==> src/rtl/grid_update_scheduler.sv <==
// grid_update_scheduler: paces grid writes into vblank-aligned, tick-gated windows and arbitrates
// them round-robin per burst onto one registered write port. Optional Pause input: SCHED_PAUSE_EN.
module grid_update_scheduler #(
  parameter int GRID_CELLS    = 192,
  parameter int IDX_W         = 8,
  parameter int TICK_FRAMES   = 6,
  parameter int WINDOW_CYCLES = 8000
) (
  input  logic             clk_i,
  input  logic             rst_i,
  input  logic             frame_start_i,
`ifdef SCHED_PAUSE_EN
  input  logic             pause_i,
`endif
  input  logic [1:0]       req_i,
  input  logic [1:0]       last_i,
  input  logic [IDX_W-1:0] index0_i,
  input  logic [IDX_W-1:0] index1_i,
  input  logic [1:0]       data0_i,
  input  logic [1:0]       data1_i,
  output logic [1:0]       grant_o,
  output logic             tick_o,
  output logic             window_open_o,
  output logic             wr_en_o,
  output logic [IDX_W-1:0] wr_index_o,
  output logic [1:0]       wr_data_o,
  output logic             overrun_o
);

  localparam int FC_W = (TICK_FRAMES > 1) ? $clog2(TICK_FRAMES) : 1;
  localparam int WC_W = (WINDOW_CYCLES > 1) ? $clog2(WINDOW_CYCLES) : 1;
  localparam int CW   = IDX_W + 1;
  localparam logic [FC_W-1:0] FC_LAST = FC_W'(TICK_FRAMES - 1);
  localparam logic [WC_W-1:0] WC_LOAD = WC_W'(WINDOW_CYCLES - 1);
  localparam logic [CW-1:0]   CELLS   = CW'(GRID_CELLS);

  typedef enum logic [1:0] {
    S_IDLE = 2'd0,
    S_TICK = 2'd1,
    S_ARB  = 2'd2
  } state_e;

  state_e           state_q;
  logic [FC_W-1:0]  frame_cnt_q;
  logic [WC_W-1:0]  win_cnt_q;
  logic [1:0]       done_q;
  logic             owner_vld_q;
  logic             owner_q;
  logic             ptr_q;
  logic             tick_q;
  logic             window_open_q;
  logic             wr_en_q;
  logic [IDX_W-1:0] wr_index_q;
  logic [1:0]       wr_data_q;
  logic             overrun_q;

  logic             frame_ev_s;
  logic             tick_due_s;
  logic [1:0]       elig_s;
  logic [1:0]       grant_s;
  logic             gsel_s;
  logic             accept_s;
  logic             fin_s;
  logic [IDX_W-1:0] sel_index_s;
  logic [1:0]       sel_data_s;
  logic             wr_fire_s;
  logic [1:0]       done_n_s;
  logic             owner_vld_n_s;
  logic             ptr_n_s;

  // Frame pacing and same-cycle window arbitration; the grant has to be combinational
  always_comb begin
`ifdef SCHED_PAUSE_EN
    frame_ev_s = frame_start_i & ~pause_i;
`else
    frame_ev_s = frame_start_i;
`endif
    tick_due_s = frame_ev_s && (frame_cnt_q == FC_LAST);
    elig_s     = req_i & ~done_q;
    if (state_q != S_ARB) begin
      grant_s = 2'b00;
    end else if (owner_vld_q) begin
      grant_s = owner_q ? 2'b10 : 2'b01;
    end else if (elig_s == 2'b11) begin
      grant_s = ptr_q ? 2'b01 : 2'b10;
    end else begin
      grant_s = elig_s;
    end
    gsel_s        = grant_s[1];
    accept_s      = |(req_i & grant_s);
    fin_s         = accept_s & last_i[gsel_s];
    sel_index_s   = gsel_s ? index1_i : index0_i;
    sel_data_s    = gsel_s ? data1_i : data0_i;
    // Out-of-range indices are consumed as beats but never reach the grid
    wr_fire_s     = accept_s && ({1'b0, sel_index_s} < CELLS);
    done_n_s      = fin_s ? (done_q | grant_s) : done_q;
    owner_vld_n_s = (|grant_s) && !fin_s;
    ptr_n_s       = (!owner_vld_q && (|grant_s)) ? gsel_s : ptr_q;
  end

  // Scheduler state machine, frame/window counters and registered write port
  always_ff @(posedge clk_i) begin
    if (rst_i) begin
      state_q       <= S_IDLE;
      frame_cnt_q   <= {FC_W{1'b0}};
      win_cnt_q     <= {WC_W{1'b0}};
      done_q        <= 2'b00;
      owner_vld_q   <= 1'b0;
      owner_q       <= 1'b0;
      ptr_q         <= 1'b1;
      tick_q        <= 1'b0;
      window_open_q <= 1'b0;
      wr_en_q       <= 1'b0;
      wr_index_q    <= {IDX_W{1'b0}};
      wr_data_q     <= 2'b00;
      overrun_q     <= 1'b0;
    end else begin
      if (frame_ev_s) begin
        frame_cnt_q <= tick_due_s ? {FC_W{1'b0}} : frame_cnt_q + FC_W'(1);
      end
      if (tick_due_s && (state_q != S_IDLE)) begin
        overrun_q <= 1'b1;
      end
      wr_en_q <= wr_fire_s;
      if (wr_fire_s) begin
        wr_index_q <= sel_index_s;
        wr_data_q  <= sel_data_s;
      end
      tick_q <= 1'b0;
      case (state_q)
        S_IDLE: begin
          if (tick_due_s) begin
            state_q <= S_TICK;
            tick_q  <= 1'b1;
          end
        end
        S_TICK: begin
          state_q       <= S_ARB;
          window_open_q <= 1'b1;
          win_cnt_q     <= WC_LOAD;
          done_q        <= 2'b00;
          owner_vld_q   <= 1'b0;
        end
        S_ARB: begin
          done_q    <= done_n_s;
          ptr_q     <= ptr_n_s;
          owner_q   <= gsel_s;
          win_cnt_q <= win_cnt_q - WC_W'(1);
          if (done_n_s == 2'b11) begin
            state_q       <= S_IDLE;
            window_open_q <= 1'b0;
            owner_vld_q   <= 1'b0;
          end else if (win_cnt_q == {WC_W{1'b0}}) begin
            state_q       <= S_IDLE;
            window_open_q <= 1'b0;
            owner_vld_q   <= 1'b0;
            if (owner_vld_n_s || (|(req_i & ~done_n_s))) begin
              overrun_q <= 1'b1;
            end
          end else begin
            owner_vld_q <= owner_vld_n_s;
          end
        end
        default: begin
          state_q       <= S_IDLE;
          window_open_q <= 1'b0;
          owner_vld_q   <= 1'b0;
        end
      endcase
    end
  end

  assign grant_o       = grant_s;
  assign tick_o        = tick_q;
  assign window_open_o = window_open_q;
  assign wr_en_o       = wr_en_q;
  assign wr_index_o    = wr_index_q;
  assign wr_data_o     = wr_data_q;
  assign overrun_o     = overrun_q;

endmodule
==> config.mk <==
export PLATFORM = sky130hd
export DESIGN_NAME = grid_update_scheduler
export DESIGN_NICKNAME = d
export VERILOG_FILES = /design/src/rtl/grid_update_scheduler.sv
export SDC_FILE = /design/constraint.sdc
export NUM_CORES = 1
export LEC_CHECK = 0
export CELL_PAD_IN_SITES_DETAIL_PLACEMENT = 1
export CELL_PAD_IN_SITES_GLOBAL_PLACEMENT = 1
export CORE_AREA = 2 2 66 68
export CTS_BUF_LIST = sky130_fd_sc_hd__clkbuf_4 sky130_fd_sc_hd__clkbuf_8
export DETAILED_ROUTE_END_ITERATION = 10
export DIE_AREA = 0 0 68 70
export DONT_BUFFER_PORTS = 1
export PLACE_DENSITY = 0.84
export REMOVE_ABC_BUFFERS = 1
export SLEW_MARGIN = 40
export SYNTH_ARGS = -nofsm -noshare
export SYNTH_HDL_FRONTEND = slang
export SYNTH_SLANG_ARGS = --single-unit
==> constraint.sdc <==
create_clock -name clk_i -period 2.7 [get_ports clk_i]
set_input_delay 0.405 -clock clk_i [delete_from_list [all_inputs] [get_ports clk_i]]
set_output_delay 0.405 -clock clk_i [all_outputs]
set_load 0.03 [all_outputs]
==> out/qor.yml, run 1 <==
critPathCaptureType: "output port"
cts.reportedPaths.clkPinSlew_ns: 0.08
ys_ff_latch: 37
fmaxAchievable_mhz: 409
drive_above_1_share: 0.118
worstHoldStart: "rst_i"
drt-wirelength-per-cell_um: 16.3
ir_worst_vdd_v: 0.000349
cts_tree: "built"
cts_max_path_buffers: 2
die-width_um: 68
routed_via_density: 5.76
antenna_found_initial: 0
crit_path_max_fanout: 12
crit_path_frequent_cell: "buf_4"
slowest_delay_ns: 0.51
critPathLaunchType: "flip-flop"
root_buffer: "clkbuf_8"
crit_required_ns: 2.30
grt_pass1_vias: 1605
ys_types: 45
avgSynthCellArea_um2: 8.84
outcome: "finished clean"
powerDensity_mw_per_mm2: 521
hold_viol: 0
dpl.hpwl_mm: 3.18
htree_levels: 2
period_needed_ns: 2.44
cts_sinks: 37
critPathLaunch: "state_q[0]"
syn_inst: 218
synth-warning-count: 0
skew_ns: 0.00476
initial_utilization: 0.465
post_cts_buffers: 0
clock_latency_ns: 0.29
area_delta_synth_final_pct: 9.34
syn_area_mm2: 0.00193
n_antenna_cell: 0
drtPass1Iterations: 4
crit_chain: "inv_1 -> ha_1 -> buf_4 -> nand2b_1 -> o31ai_2 -> buf_4"
drt-initial-drc-count: 42
grt_max_degree: 36
ios: 43
fp.coreArea_mm2: 0.00414
fin_crit_sh: 0.905
leakage_nw: 0.791
grt_pass1_wl_mm: 7.42
nFillCells: 486
ctsHoldBuffers: 0
mostFrequentLayoutCells: "37 x dfxtp_1, 31 x nor2_1, 15 x mux2i_1, 15 x a21oi_1, 15 x a211oi_1"
cap_violations: 0
vias: 1573
die-area_mm2: 0.00476
rows: 24
drc: 0
critical-path-top-delay-family: "buffers and inverters"
route.antenna.remaining_nets: 0
nNetsFinal: 253
setup_tns_ns: 0
setup_viol: 0
r2r-start: "state_q[0]"
max_slew_margin: 0.656
slowest_stage: "o31ai_2"
crit_arrival_ns: 2.04
grt-ovfl-total: 0
routabilityCongestion: 0.789
track_usage: 0.205
drv_slew: 0
grt_setup_unrepaired: "false"
crit_buf_inv: 3
post_cts_resized: 0
ys_seq_area_frac: 0.384
wirelength_mm: 4.44
timing.hold.ws_ns: 0.177
port_buffers: 0
die_height_um: 70
worst_pin_slew_ns: 0.511
holdCritPathClass: "in2reg"
worstSetupPathType: "reg2out"
cts_buffers: 5
power.total_mw: 1.10
final_common_cell: "dfxtp_1"
cells by family (layout without fill, tap and decap cells):
family          Yosys count  count (layout)  synth area share
fa+ha+maj                 6               6            0.0389
xor+xnor                  8               8            0.0363
flops                    37              37             0.384
simple gates             83              83             0.228
buf+inv                  18              21            0.0376
compound gates           50              50             0.191
mux                      16              16            0.0837
layout make-up:
class | instances | area (µm²) | share of cell area
timing repair buffer | 5 | 37.5 | 0.0178
inverter | 8 | 30.0 | 0.0142
clock buffer | 6 | 82.6 | 0.0392
multi-input combinational | 163 | 1110 | 0.529
sequential | 37 | 741 | 0.351
tap | 52 | 65.1 | 0.0309
clock inverter | 2 | 37.5 | 0.0178
path summary, 6_finish.rpt:
| kind | end | slack (ns) | depth (start not counted) |
|---|---|---|---|
| setup / recovery | grant_o[0] | 0.26 | 6 |
| hold / removal | win_cnt_q[10] | 0.18 | 1 |
| setup reg to reg | state_q[1] | 0.38 | 9 |
| hold reg to reg | win_cnt_q[1] | 0.50 | 2 |
state kept, by name (all words and copies together), names as in the netlist:
register       cells
done_q             2
frame_cnt_q        3
overrun_o          1
owner_q            1
owner_vld_q        1
ptr_q              1
state_q            2
tick_o             1
win_cnt_q         13
window_open_o      1
wr_data_o          2
wr_en_o            1
wr_index_o         8
layer usage:
| layer | global-route usage | vias to the layer above | share of wire |
|---|---|---|---|
| li1 | - | 788 | - |
| met1 | 0.276 | 739 | 0.47 |
| met2 | 0.297 | 40 | 0.45 |
| met3 | 0.0789 | 6 | 0.066 |
| met4 | 0.0711 | 0 | 0.013 |
| met5 | 0 | - | 0 |
power breakdown:
group / switching [mW] / internal [mW]
clock: 0.209 / 0.300
sequential: 0.00486 / 0.550
combinational: 0.0176 / 0.0171
total: 0.231 / 0.868
cells in the mapped netlist:
cell | n | share of area
nor3_1 | 5 | 0.013
and4bb_1 | 1 | 0.0065
clkbuf_1 | 5 | 0.0097
o211ai_1 | 1 | 0.0039
a211oi_1 | 15 | 0.058
o2bb2ai_1 | 1 | 0.0045
or4b_4 | 1 | 0.0071
xor2_1 | 4 | 0.018
nand3_1 | 6 | 0.016
nor2b_1 | 2 | 0.0065
nand2_1 | 11 | 0.021
a311oi_1 | 1 | 0.0045
a21oi_1 | 15 | 0.039
or4_1 | 1 | 0.0039
nor3_2 | 1 | 0.0052
nor2_1 | 31 | 0.060
or2_2 | 2 | 0.0065
nor3b_1 | 3 | 0.012
buf_2 | 4 | 0.010
nor4_1 | 2 | 0.0065
a32oi_2 | 1 | 0.0084
o22ai_1 | 2 | 0.0065
a211oi_2 | 1 | 0.0065
ha_1 | 6 | 0.039
o31ai_4 | 1 | 0.011
mux2_1 | 1 | 0.0058
or4_4 | 1 | 0.0058
inv_1 | 7 | 0.014
o211a_2 | 1 | 0.0052
a2111oi_0 | 1 | 0.0045
xnor2_1 | 4 | 0.018
o21ai_1 | 1 | 0.0026
nor4_2 | 1 | 0.0065
nand3b_1 | 4 | 0.016
buf_1 | 1 | 0.0019
o211a_1 | 1 | 0.0052
a22oi_1 | 2 | 0.0078
inv_2 | 1 | 0.0019
or3_1 | 1 | 0.0032
dfxtp_1 | 37 | 0.38
and3_1 | 1 | 0.0032
nand2b_1 | 9 | 0.029
mux2i_1 | 15 | 0.078
o31ai_2 | 2 | 0.013
o21ai_0 | 4 | 0.010
worst register-to-register path: cells and delay by family (launching register included):
kind / cells / cell delay (ns)
adder cells (fa/ha/maj): 1 / 0.18
buffers and inverters: 2 / 0.30
flip-flops: 1 / 0.33
AND/OR/NAND/NOR: 2 / 0.36
multiplexers: 1 / 0.22
AO/OA/AOI/OAI: 3 / 0.87
per-stage QoR:
step	instances	area, µm²	util	setup slack, ns
3_3_place_gp	265	1990	0.480	0.518
5_1_grt	273	2110	0.509	0.112
6_report	273	2110	0.509	0.256
2_1_floorplan	208	1890	-	-0.151
3_5_place_dp	265	1990	0.480	0.455
4_1_cts	273	2110	0.509	0.254
No activity file was read; power rests on OpenSTA's default activity.
==> inputs of run 2 (changes only) <==
Settings changed: ABC_AREA set to 0.
==> results of run 2 <==
Final layout, timing and power as in run 1 (identical DEF).
==> inputs of run 3 (changes only) <==
Settings changed: ABC_CLOCK_PERIOD_IN_PS set to 2700, CTS_BUF_LIST sky130_fd_sc_hd__clkbuf_4 sky130_fd_sc_hd__clkbuf_8 to sky130_fd_sc_hd__clkbuf_2 sky130_fd_sc_hd__clkbuf_4 sky130_fd_sc_hd__clkbuf_8.
==> results of run 3 <==
Final layout, timing and power as in run 1 (identical DEF).
